<file path="src/rtl/mux_tt_sweeper.sv">
// Truth-table sweeper: steps {A,B,C} through rows 0..7, samples the three mux
// implementations after a settle time and compares their tables to an expected one.
module mux_tt_sweeper #(
    parameter int unsigned SETTLE_CYC = 1
) (
    input  logic       clk,
    input  logic       reset,
    input  logic       start,
    input  logic [7:0] exp_table,
    input  logic       out_8,
    input  logic       out_4,
    input  logic       out_2,
    output logic       A,
    output logic       B,
    output logic       C,
    output logic       busy,
    output logic       done,
    output logic [7:0] table_8,
    output logic [7:0] table_4,
    output logic [7:0] table_2,
    output logic       mismatch,
    output logic [7:0] mismatch_mask
);

    localparam int unsigned ROW_W = 3;
    localparam int unsigned CNT_W = 4;
    localparam logic [CNT_W-1:0] CNT_LAST = CNT_W'(SETTLE_CYC - 1);
    localparam logic [ROW_W-1:0] ROW_LAST = ROW_W'(7);

    typedef enum logic [1:0] {IDLE, SETTLE, SAMPLE, DONE} state_t;

    state_t           state;
    logic [ROW_W-1:0] idx;
    logic [CNT_W-1:0] cnt;
    logic [7:0]       exp_q;
    logic [7:0]       t8_nxt, t4_nxt, t2_nxt, mask_nxt;

    // Tables with the current row's sample folded in, so the final compare sees row 7
    always_comb begin
        t8_nxt      = table_8;
        t4_nxt      = table_4;
        t2_nxt      = table_2;
        t8_nxt[idx] = out_8;
        t4_nxt[idx] = out_4;
        t2_nxt[idx] = out_2;
        mask_nxt    = (t8_nxt ^ exp_q) | (t4_nxt ^ exp_q) | (t2_nxt ^ exp_q);
    end

    always_ff @(posedge clk) begin
        if (reset) begin
            state         <= IDLE;
            idx           <= '0;
            cnt           <= '0;
            exp_q         <= '0;
            {A, B, C}     <= 3'd0;
            busy          <= 1'b0;
            done          <= 1'b0;
            table_8       <= '0;
            table_4       <= '0;
            table_2       <= '0;
            mismatch      <= 1'b0;
            mismatch_mask <= '0;
        end else begin
            done <= 1'b0;
            case (state)
                IDLE: begin
                    {A, B, C} <= 3'd0;
                    if (start) begin
                        idx           <= '0;
                        cnt           <= '0;
                        exp_q         <= exp_table;
                        table_8       <= '0;
                        table_4       <= '0;
                        table_2       <= '0;
                        mismatch      <= 1'b0;
                        mismatch_mask <= '0;
                        busy          <= 1'b1;
                        state         <= SETTLE;
                    end
                end
                SETTLE: begin
                    cnt <= cnt + CNT_W'(1);
                    if (cnt == CNT_LAST) begin
                        state <= SAMPLE;
                    end
                end
                SAMPLE: begin
                    table_8 <= t8_nxt;
                    table_4 <= t4_nxt;
                    table_2 <= t2_nxt;
                    if (idx == ROW_LAST) begin
                        busy          <= 1'b0;
                        done          <= 1'b1;
                        mismatch      <= |mask_nxt;
                        mismatch_mask <= mask_nxt;
                        {A, B, C}     <= 3'd0;
                        state         <= DONE;
                    end else begin
                        idx       <= idx + ROW_W'(1);
                        {A, B, C} <= idx + ROW_W'(1);
                        cnt       <= '0;
                        state     <= SETTLE;
                    end
                end
                DONE: begin
                    state <= IDLE;
                end
                default: begin
                    state <= IDLE;
                end
            endcase
        end
    end

endmodule

</file>
<file path="config.mk">
export PLATFORM = sky130hd
export DESIGN_NAME = mux_tt_sweeper
export DESIGN_NICKNAME = d
export VERILOG_FILES = /design/src/rtl/mux_tt_sweeper.sv
export SDC_FILE = /design/constraint.sdc
export NUM_CORES = 1
export LEC_CHECK = 0
export CAP_MARGIN = 0
export CORE_MARGIN = 4
export CORE_UTILIZATION = 30
export CTS_BUF_LIST = sky130_fd_sc_hd__clkbuf_8 sky130_fd_sc_hd__clkbuf_16
export CTS_CLUSTER_DIAMETER = 80
export DETAILED_ROUTE_END_ITERATION = 16
export PLACE_DENSITY = 0.51
export SLEW_MARGIN = 20
export SYNTH_ARGS = -nofsm -noshare
export SYNTH_HDL_FRONTEND = slang
export SYNTH_SLANG_ARGS = --single-unit
export TNS_END_PERCENT = 20
</file>
<file path="constraint.sdc">
create_clock -name clk -period 3.7 [get_ports clk]
set_input_delay 0.37 -clock clk [delete_from_list [all_inputs] [get_ports clk]]
set_output_delay 0.37 -clock clk [all_outputs]
set_load 0.05 [all_outputs]
</file>
# [Word level (Yosys, flattened, before mapping)]
# Index checks and enable logic that the tools add are counted.
[op_classes] reduce_logical=13 eq_ne=8 magnitude_cmp=2 n_addsub=2 bitwise_logic=6 mux=34
[op_table] operator="case mux 8 bit (2 select lines)" count=4
[op_table] operator="bitwise mux 8 bit" count=3
[op_table] operator="bitwise XOR 8 bit" count=3
[op_table] operator="2-to-1 mux 8 bit" count=2
[op_table] operator="OR 8 bit" count=2
[op_table] operator="case mux 4 bit (3 select lines)" count=1
[op_table] operator="case mux 1 bit (2 select lines)" count=5
[op_table] operator="2-to-1 mux 1 bit" count=9
[op_table] operator="AND reduction 3 bit" count=3
[op_table] operator="2-to-1 mux 4 bit" count=2
[op_table] operator="inequality test 2 bit, second input constant" count=4
[op_table] operator="case mux 2 bit (4 select lines)" count=1
[op_table] operator="OR reduction 8 bit" count=1
[op_table] operator="2-to-1 mux 2 bit" count=3
[op_table] operator="2-to-1 mux 3 bit" count=2
[op_table] operator="case mux 3 bit (2 select lines)" count=1
[op_table] operator="AND reduction 2 bit" count=3
[op_table] operator="adder 4 x 1 -> 4 bit, second input constant" count=1
[op_table] operator="equality test 2 bit, second input constant" count=2
[op_table] operator="logical NOT 4 bit" count=1
[op_table] operator="less-than comparator 3 x 4 -> 1 bit, second input constant" count=1
[op_table] operator="adder 3 x 1 -> 3 bit, second input constant" count=1
[op_table] operator="demux 1 bit (select 3 bit)" count=1
[op_table] operator="equality test 3 bit, second input constant" count=1
[op_table] operator="8 further kinds" count=8
[totals] inputBits=14 ff_bits=55 output_inout_bits=38 wordCells=79

# [Logic depth before layout (Yosys ltp)]
# Gate-level depths: netlist of run 1.
[depth] word_depth=11 mapped_depth=7 ltp_nobuf=6

# [Worst setup path after synthesis of run 1]
# OpenSTA, ideal clock, no wires.
[synth_timing] path_kind="in2reg" start="in out_8" end="reg mismatch" setup_time_ns=0.127 path_buffers=1 t_arrival_ns=1.730 stages=5 required_time_ns=3.573 setup_slack_ns=1.843 cell_sequence="buf_4 -> or3_4 -> mux4_2 -> nor4_2 -> a31oi_1"
[synth_between] elab_chain_len=7
[synth_lines] element="start, declared" line_no="10" source="input logic out_8,"
[synth_lines] element="bitwise mux 8 bit" line_no="43" source="t8_nxt[idx] = out_8;"
[synth_lines] element="bitwise XOR 8 bit" line_no="46" source="mask_nxt = (t8_nxt ^ exp_q) | (t4_nxt ^ exp_q) | (t2_nxt ^ exp_q);"
[synth_lines] element="OR 8 bit (2 in a row)" line_no="46"
[synth_lines] element="OR reduction 8 bit" line_no="94" source="mismatch <= |mask_nxt;"
[synth_lines] element="2-to-1 mux 1 bit" line_no="91" source="if (idx == ROW_LAST) begin"
[synth_lines] element="case mux 1 bit (2 select lines)" line_no="65" source="case (state)"
[synth_lines] element="end signal, assigned" line_no="94"
[synth_lines] element="end, declared" line_no="21" source="output logic mismatch,"
# Every way passes these cells. The select of a mux whose other input is x is not followed.
# A chain may end at the register's enable or synchronous reset.

# [Final worst setup path of run 1]
[layout_timing] start="in out_2" end="reg mismatch_mask[4]"
[layout_between] elab_chain_len=5
[layout_lines] element="start, declared" line_no="12" source="input logic out_2,"
[layout_lines] element="bitwise mux 8 bit" line_no="45" source="t2_nxt[idx] = out_2;"
[layout_lines] element="bitwise XOR 8 bit" line_no="46"
[layout_lines] element="OR 8 bit" line_no="46"
[layout_lines] element="2-to-1 mux 8 bit" line_no="91"
[layout_lines] element="case mux 8 bit (2 select lines)" line_no="65"
[layout_lines] element="end signal, assigned" line_no="95" source="mismatch_mask <= mask_nxt;"
[layout_lines] element="end, declared" line_no="22" source="output logic [7:0] mismatch_mask"
# Every way passes these cells. The select of a mux whose other input is x is not followed.

==> metrics.txt, run 1 <==
Crit Reg-Reg Endpoint=mismatch_mask[7]; Clock Tree Buf Depth=2; post-CTS sizing=0; area delta synth->final=25.71%; Reg2Reg Setup Slack=1620 ps; grt total ovfl=0; Antenna Violating Nets Remaining=0; clk sinks=between 50 and 60; Critical Path Start Type=input pin; Hold Slack=465.5 ps; Seq cells post-synth=55; global-route wire length before repair=~11000 um; CP endpoint kind=flop; number of hold buffers added after cts=0; library cells used by synthesis=35; clk_skew=approximately 15 ps; post-CTS setup buffer count=0; PD cells=between 300 and 400 mW/mm^2; R2R Path Start=idx[0]; antenna diode count=0; core area=roughly 0.0079 mm^2; Max FO, Critical Path=10; CTS tree=built; largest net degree at the start of global routing=56; wire length per cell=~16 um; share of cells above drive strength 1=0.07006; final setup fails=0; Syn Nets=around 290; Post-synth ARST share=0; total negative slack=0 ps; synth top area cells=dfxtp_1 (44%), a22oi_1 (10%), nor2_1 (7.6%); total power draw=1.078 mW; DR vias/cell=between 5 and 6; vias=roughly 2200; P_leak=between 1 and 1.5 nW; Total GRT Usage=0.1360; worst min path class=reg -> reg; cell with the most instances after synthesis=dfxtp_1; Synth Instances=between 200 and 300; dpl hpwl=between 4000 and 5000 um; Pre-antenna DRT Iters=4; DRC=0; DR iter-0 viols=between 100 and 150; I/O pin cnt=52; hold depth=2; Yosys top cell area share=0.4435; maximum vdd drop=0.1387 mV; vias in the first global route=a little over 2000; CP arrival=roughly 2400 ps; CP Launch Point=out_2; Worst EP required=3870 ps; Slew Viols, Final=0; # nets final=around 330; GP Congestion=about 0.8; Post-Syn Area=0.002482 mm^2; Top FF cell, synth=dfxtp_1; Max Cap Viol=0; H-tree depth=2; total CTS buffers=5; root buf cell=clkbuf_8; final WL=around 6700 um; worst-margin pin slew=1011 ps; FF-to-FF path depth=6; commonest cells in the netlist=dfxtp_1 (55), nor2_1 (50), a22oi_1 (34); Horiz. Die Dim=just under 100 um; chip height=a little under 100 um; largest area contributor in the netlist=dfxtp_1; Clock Latency Late Sink=roughly 320 ps; clk slew on worst S/H paths=approximately 90 ps; die area=0.009794 mm^2; crit path capture=mismatch_mask[4]; Initial Util=0.3147; status=completed; Syn Area/Cell=9.093 um^2; Final min period=2256 ps; EDFF count, synth=0; # rows=32; yosys warns=0; initial antenna violation count=0; Max Freq=~440 MHz; Final period util=0.6096; fill cell count=just over 800; final hold violation count=0; Setup CP Type=in -> reg; Rel. slew slack=0.3261; register area share after synthesis=0.4435; RSZ-0062 raised after global routing=no; # port buffers=51
-- layer usage --
layer  track usage  vias to the layer above  part of all wire
li1              -                     1067                 -
met5             0                        -                 0
met4       0.05357                        0             0.015
met2        0.2128                       53              0.45
met1        0.1884                     1056              0.49
met3       0.01982                        5             0.044
-- how the worst min path moves through the flow --
stage               startpoint  endpoint  slack (ps)
floorplan             exp_q[1]  exp_q[1]         440
global placement             B         B         450
detailed placement    exp_q[1]  exp_q[1]         460
CTS                          B         B         470
global route          exp_q[3]  exp_q[3]         500
finish                       B         B         470
-- layout make-up --
cell class	count	area, um^2	area share
sequential	55	1101	0.3528
multi-input combinational	197	1287	0.4126
timing repair buffer	52	513.0	0.1644
inverter	2	7.507	0.002406
tap	102	127.6	0.04090
clock buffer	5	68.82	0.02205
clock inverter	3	15.01	0.004812
-- where the power goes --
group	leakage [nW]	internal [mW]	switching (mW)	total [mW]
Combinational	0.638	0.0548	0.0788	0.134
Sequential	0.445	0.604	0.0145	0.619
Clock	0.0477	0.130	0.196	0.326
-- cell usage in the layout, fill, tap and decap left out, drive strengths merged, types with 3 or more instances in the layout --
master	instances
dfxtp	55
nor2	50
clkdlybuf4s50	50
a22oi	34
nand2	21
a21oi	16
nand3	12
or3	9
nor3	8
mux4	8
a21bo	5
nor3b	5
clkbuf	5
o21ai	4
ha	4
nand3b	3
and2	3
clkinv	3
-- worst max-delay path, cell delays in order --
cell and delay (ps):
clkdlybuf4s50_1 650, or3_4 530, mux4_1 590, a22oi_1 230
nor2_1 50
-- sequential cells by signal (all words and copies together), names as in the netlist --
| register | cells |
|---|---|
| table_8 | 8 |
| C | 1 |
| B | 1 |
| table_2 | 8 |
| exp_q | 8 |
| mismatch | 1 |
| cnt | 4 |
| done | 1 |
| state | 2 |
| idx | 3 |
| mismatch_mask | 8 |
| busy | 1 |
| table_4 | 8 |
| A | 1 |
-- logic make-up after synthesis --
family,after synthesis,synth area share
simple gates,119,0.2298
xor+xnor,2,0.007058
compound gates,63,0.1759
flops,55,0.4435
buf+inv,21,0.03780
fa+ha+maj,4,0.02016
mux,9,0.08568
-- through the flow --
stage               setup slack [ps]  utilization  cells  instance area (um^2)
global placement                1216       0.3850    408                  3037
finish                          1444       0.3956    416                  3120
CTS                             1467       0.3956    416                  3120
floorplan                       1843            -    273                  2482
detailed placement              1136       0.3850    408                  3037
global route                    1375       0.3956    416                  3120
No activity file was read; power rests on OpenSTA's default activity.
==> inputs of run 2 (changes only) <==
--- a/config.mk
+++ b/config.mk
@@ -11,7 +11,7 @@
 export CTS_BUF_LIST = sky130_fd_sc_hd__clkbuf_8 sky130_fd_sc_hd__clkbuf_16
 export CTS_CLUSTER_DIAMETER = 80
 export DETAILED_ROUTE_END_ITERATION = 16
-export PLACE_DENSITY = 0.51
+export PLACE_DENSITY = 0.53
 export SLEW_MARGIN = 20
 export SYNTH_ARGS = -nofsm -noshare
 export SYNTH_HDL_FRONTEND = slang
==> constraint.sdc (replaced) <==
create_clock -name clk -period 1.85 [get_ports clk]
set_input_delay 0.185 -clock clk [delete_from_list [all_inputs] [get_ports clk]]
set_output_delay 0.185 -clock clk [all_outputs]
set_load 0.05 [all_outputs]
==> run 2 against run 1 <==
  * Sequential share of layout area shrank 1.7 points
  * Cell area grew 5.1%
  * Global-route usage shrank 0.074 points
  * Worst hold slack lost 110 ps
==> metrics.txt, run 2 (synthesis gave the netlist of run 1 again) <==
RSZ-0062 raised after global routing=yes; final setup fails=0 (unchanged); Rel. slew slack=0.6271 (+0.3010); slowest CP cell=mux4_1; root buf cell=clkbuf_8; core area=0.007888 mm^2 (unchanged); Initial Util=0.3147 (unchanged); Max FO, Critical Path=8 (-2); Horiz. Die Dim=98.97 um (unchanged); # nets final=348 (+5.1%); DRC=0 (unchanged); H-tree depth=2 (unchanged); DR vias/cell=5.025 (-4.1%); status=completed; maximum vdd drop=0.2742 mV (+98%); Cell Area, Placed=0.003164 mm^2 (+4.2%); P_leak=1.230 nW (+8.8%); PD cells=684.1 mW/mm^2 (+98%); chip height=98.97 um (unchanged); total negative slack=0 ps (unchanged); CTS tree=built; Largest stage delay, worst path=570 ps (-80 ps); Final min period=around 1800 ps; antenna diode count=0 (unchanged); pre-CTS WS=-289.0 ps (-1425 ps); # port buffers=51 (unchanged); initial antenna violation count=0 (unchanged); wire length per cell=15.06 um (-6.7%); clk sinks=55 (unchanged); die area=0.009794 mm^2 (unchanged); fin cells=433 (+4.1%); Setup CP Type=in -> reg; largest net degree at the start of global routing=31 (-45%); DR iter-0 viols=117 (+14%); Final Cell Area=0.003278 mm^2 (+5.1%); Antenna Violating Nets Remaining=0 (unchanged); Max Cap Viol=0 (unchanged); crit-path leading delay family=simple AND/OR/NAND/NOR gates; Final period util=0.9793; I/O pin cnt=52 (unchanged); final design utilization=0.4156 (+0.01999); worst min path class=in -> reg; dpl hpwl=4907 um (+1.4%); # rows=32 (unchanged); area delta synth->final=32.06%; vias=2176 (-0.23%); clk_skew=9.635 ps (-5.734 ps); Slew Viols, Final=0 (unchanged); R2R Path Start=idx[1]; Max Freq=between 500 and 600 MHz; Inst Count DP=425 (+4.2%); CP arrival=2000 ps (-420 ps); fill cell count=795 (-3.4%); share of cells above drive strength 1=0.1239 (+0.05380); Clock Tree Buf Depth=2 (unchanged); clk slew on worst S/H paths=100 ps (about the same); Critical path buffers and inverters=1 (unchanged); number of hold buffers added after cts=0 (unchanged); worst-margin pin slew=559.3 ps (-451.4 ps); commonest non-fill, non-tap cell in the layout=dfxtp_1; final WL=6519 um (-2.9%); crit path cell chain=clkdlybuf4s50_1, or3_4, mux4_1, nor4_2, a31oi_1; post-CTS setup buffer count=0 (unchanged); Critical Path Start Type=input pin; GP Congestion=0.8750 (+9.6%); vias in the first global route=2164 (+5.4%); CP endpoint kind=flop; final hold violation count=0 (unchanged); global-route wire length before repair=10740 um (+0.91%); setup ws final=38.29 ps (-1406 ps); Clock Latency Late Sink=300 ps (-20 ps); Pre-antenna DRT Iters=4 (unchanged); most frequent cells in the layout=dfxtp_1 (54), clkdlybuf4s50_1 (50), nor2_1 (49); Worst EP required=2040 ps (-1830 ps); grt total ovfl=0 (unchanged); CP Launch Point=out_8; total CTS buffers=5 (unchanged); Total GRT Usage=0.1353 (-0.0007354); min-delay src=reset
[run 2: cell types whose count changed in the layout (fill, tap and decap cells not counted), sizes merged]
cell / before / now
buf: 2 / 19
inv: 2 / 3
clkinv: 3 / 0
clkbuf: 5 / 7
[run 2: per-layer routing]
metal  up-vias  global-route usage  wire, um
li1       1096                   -         -
met1      1022              0.1811      3125
met2        48              0.2185      3040
met3        10             0.03043       254
met4         0             0.03887        99
met5         -                   0         0
[run 2: area by class of cell]
class	count	area (um^2)	area share
clock buffers	7	96.34	0.02939
clock inverters	1	3.754	0.001145
inverters	2	7.507	0.002290
multi-input cells	197	1300	0.3966
flip-flops and latches	55	1102	0.3363
well taps	102	127.6	0.03893
repair buffers	69	640.6	0.1954
[run 2: power by group]
| group | internal, mW | switching (mW) | leakage (nW) | total (mW) |
|---|---|---|---|---|
| sequential | 1.21 | 0.0286 | 0.446 | 1.24 |
| clock | 0.337 | 0.381 | 0.0557 | 0.718 |
| combinational | 0.127 | 0.161 | 0.729 | 0.288 |
| total | 1.67 | 0.570 | 1.23 | 2.24 |
[run 2: worst paths after layout]
path / endpoint / slack [ps] / depth (start not counted)
worst max-delay path: mismatch / 40 / 5
worst min-delay path: mismatch_mask[3] / 350 / 2
worst max register to register: mismatch / 70 / 6
worst min register to register: exp_q[1] / 470 / 2
[run 2: stage by stage]
| stage | total power [mW] | hold slack, ps |
|---|---|---|
| after floorplan | 1.446 | 321.0 |
| after global placement | 1.549 | 452.0 |
| after detailed placement | 1.550 | 465.4 |
| after CTS | 2.271 | 346.0 |
| after global routing | 2.357 | 372.7 |
| final | 2.243 | 353.4 |
[run 2: what timing repair did]
item                       in CTS  in global routing
setup endpoints to repair       0                 12
gates resized for setup         0                  4
hold endpoints to repair        0                  0
[run 2: worst register-to-register path, cell delays in order (launching register included)]
cell	delay, ps
dfxtp_1	520
ha_1	220
ha_1	210
and3b_1	300
a21oi_1	60
or2_2	280
a31oi_1	140
==> inputs of run 3 (changes only) <==
==> constraint.sdc (replaced) <==
create_clock -name clk -period 1.85 [get_ports clk]
set_input_delay 0.185 -clock clk [delete_from_list [all_inputs] [get_ports clk]]
set_output_delay 0.185 -clock clk [all_outputs]
set_load 0.02 [all_outputs]
==> run 3 against run 2 <==
  * Worst setup slack gained 1.0 ps
  * Sequential cell count unchanged
  * Die area unchanged
  * Global-route usage up 0.61 points
  * Critical path depth stayed put
  * Cell area decreased by 0.50%
  * Worst hold slack got worse by 26 ps
  * Largest power group unchanged
  * Clock power is 2% higher
  * Register-to-register slack better by 20 ps
==> metrics.txt, run 3 (synthesis gave the netlist of run 1 again) <==
CP endpoint kind=flop; FF+latch area=0.001102 mm^2 (unchanged); Horiz. Die Dim=98.97 um (unchanged); H-tree depth=2 (unchanged); worst-margin pin slew=528.7 ps (-30.66 ps); area delta synth->final=31.40%; multi-input logic area=0.001291 mm^2 (-0.67%); Slew Viols, Final=0 (unchanged); R2R Path Start=idx[1]; maximum vdd drop=0.2700 mV (-1.5%); min-delay src=reset; final hold violation count=0 (unchanged); Antenna Violating Nets Remaining=0 (unchanged); Clock Latency Late Sink=310 ps (about the same); Rel. slew slack=0.6475 (+0.02044); commonest non-fill, non-tap cell in the layout=dfxtp_1; final WL=6807 um (+4.4%); total CTS buffers=5 (unchanged); final setup fails=0 (unchanged); Final min period=1811 ps (-1.046 ps); Pre-antenna DRT Iters=4 (unchanged); vias in the first global route=2279 (+5.3%); grt total ovfl=0 (unchanged); CP arrival=2010 ps (about the same); status=completed; Max Cap Viol=0 (unchanged); initial antenna violation count=0 (unchanged); share of cells above drive strength 1=0.1242 (+0.0003754); Worst EP required=2050 ps (about the same); FF-to-FF path depth=4 (-2); Setup CP Type=in -> reg; total power draw=2.246 mW (+0.14%); wire length per cell=15.76 um (+4.7%); clk sinks=55 (unchanged); CP Launch Point=out_8; die area=0.009794 mm^2 (unchanged); P_leak=1.222 nW (-0.71%); antenna diode count=0 (unchanged); vias=2224 (+2.2%); core area=0.007888 mm^2 (unchanged); worst min path class=in -> reg; Initial Util=0.3147 (unchanged); # nets final=347 (-0.29%); DRC=0 (unchanged); PD cells=688.5 mW/mm^2 (+0.63%); DR iter-0 viols=104 (-11%); # port buffers=51 (unchanged); # rows=32 (unchanged); I/O pin cnt=52 (unchanged); root buf cell=clkbuf_8; Max Freq=552.3 MHz (about the same); hold depth=2 (unchanged); final design utilization=0.4135 (-0.002062); Clock Tree Buf Depth=2 (unchanged); global-route wire length before repair=11220 um (+4.5%); clk_skew=8.586 ps (-1.049 ps); dpl hpwl=5047 um (+2.9%); Final period util=0.9787 (about the same); fill cell count=807 (+1.5%); largest net degree at the start of global routing=31 (unchanged); Critical Path Start Type=input pin; DR vias/cell=5.148 (+2.4%); chip height=98.97 um (unchanged); most frequent cells in the layout=dfxtp_1 (54), clkdlybuf4s50_1 (50), nor2_1 (49); CTS tree=built; RSZ-0062 raised after global routing=no; clk slew on worst S/H paths=100 ps (about the same); Total GRT Usage=0.1414 (+0.006112); Max FO, Critical Path=8 (unchanged); GP Congestion=0.8847 (+1.1%)
==> run 3: changes by cell type in the layout (fill, tap and decap cells not counted) <==
cell,previous run,this run
buf_4,18,17
mux4_1,6,5
mux4_2,2,3
nor2_2,0,1
nor2_4,1,0
==> run 3: metal layers <==
layer	global-route usage	wire length, um
met2	0.2288	3220
met5	0	0
met3	0.02831	254
met1	0.1854	3207
met4	0.05462	124
==> run 3: cell type report <==
type | instances | area share
multi-input cells | 197 | 0.3959
flip-flops and latches | 55 | 0.3379
repair buffers | 68 | 0.1941
well taps | 102 | 0.03913
clock buffers | 7 | 0.02954
inverters | 2 | 0.002301
clock inverters | 1 | 0.001151
==> run 3: worst max-delay path, cell delays in order <==
cell and delay, ps:
clkdlybuf4s50_1 470, or3_4 440, mux4_2 490, nor4_2 300
a31oi_1 110
==> run 3: power breakdown <==
part,leakage (nW),internal (mW),switching [mW]
logic,0.720,0.127,0.150
clock network,0.0557,0.337,0.394
registers,0.446,1.21,0.0292
==> run 3: path summary, 6_finish.rpt <==
path                      endpoint  slack (ps)
hold reg to reg                  B         470
hold / removal    mismatch_mask[5]         330
setup reg to reg  mismatch_mask[1]          90
setup / recovery          mismatch          40
==> run 3: what timing repair did <==
action	CTS	global route
cloned	0	0
hold buffers	0	0
endpoints found under the setup margin	1	9
setup buffers	0	0
gates resized for setup	1	3
==> run 3: per-stage QoR <==
step                      worst slack [ps]  instances  TNS [ps]  hold slack [ps]  instance area, um^2
final                                39.33        432         0            326.9                 3262
after global routing                0.3302        432         0            357.5                 3262
after CTS                            4.655        432         0            331.7                 3262
after detailed placement            -309.1        424     -1825            465.2                 3157
after global placement              -255.5        424     -1582            452.8                 3157
after floorplan                      152.0        273         0            321.0                 2482
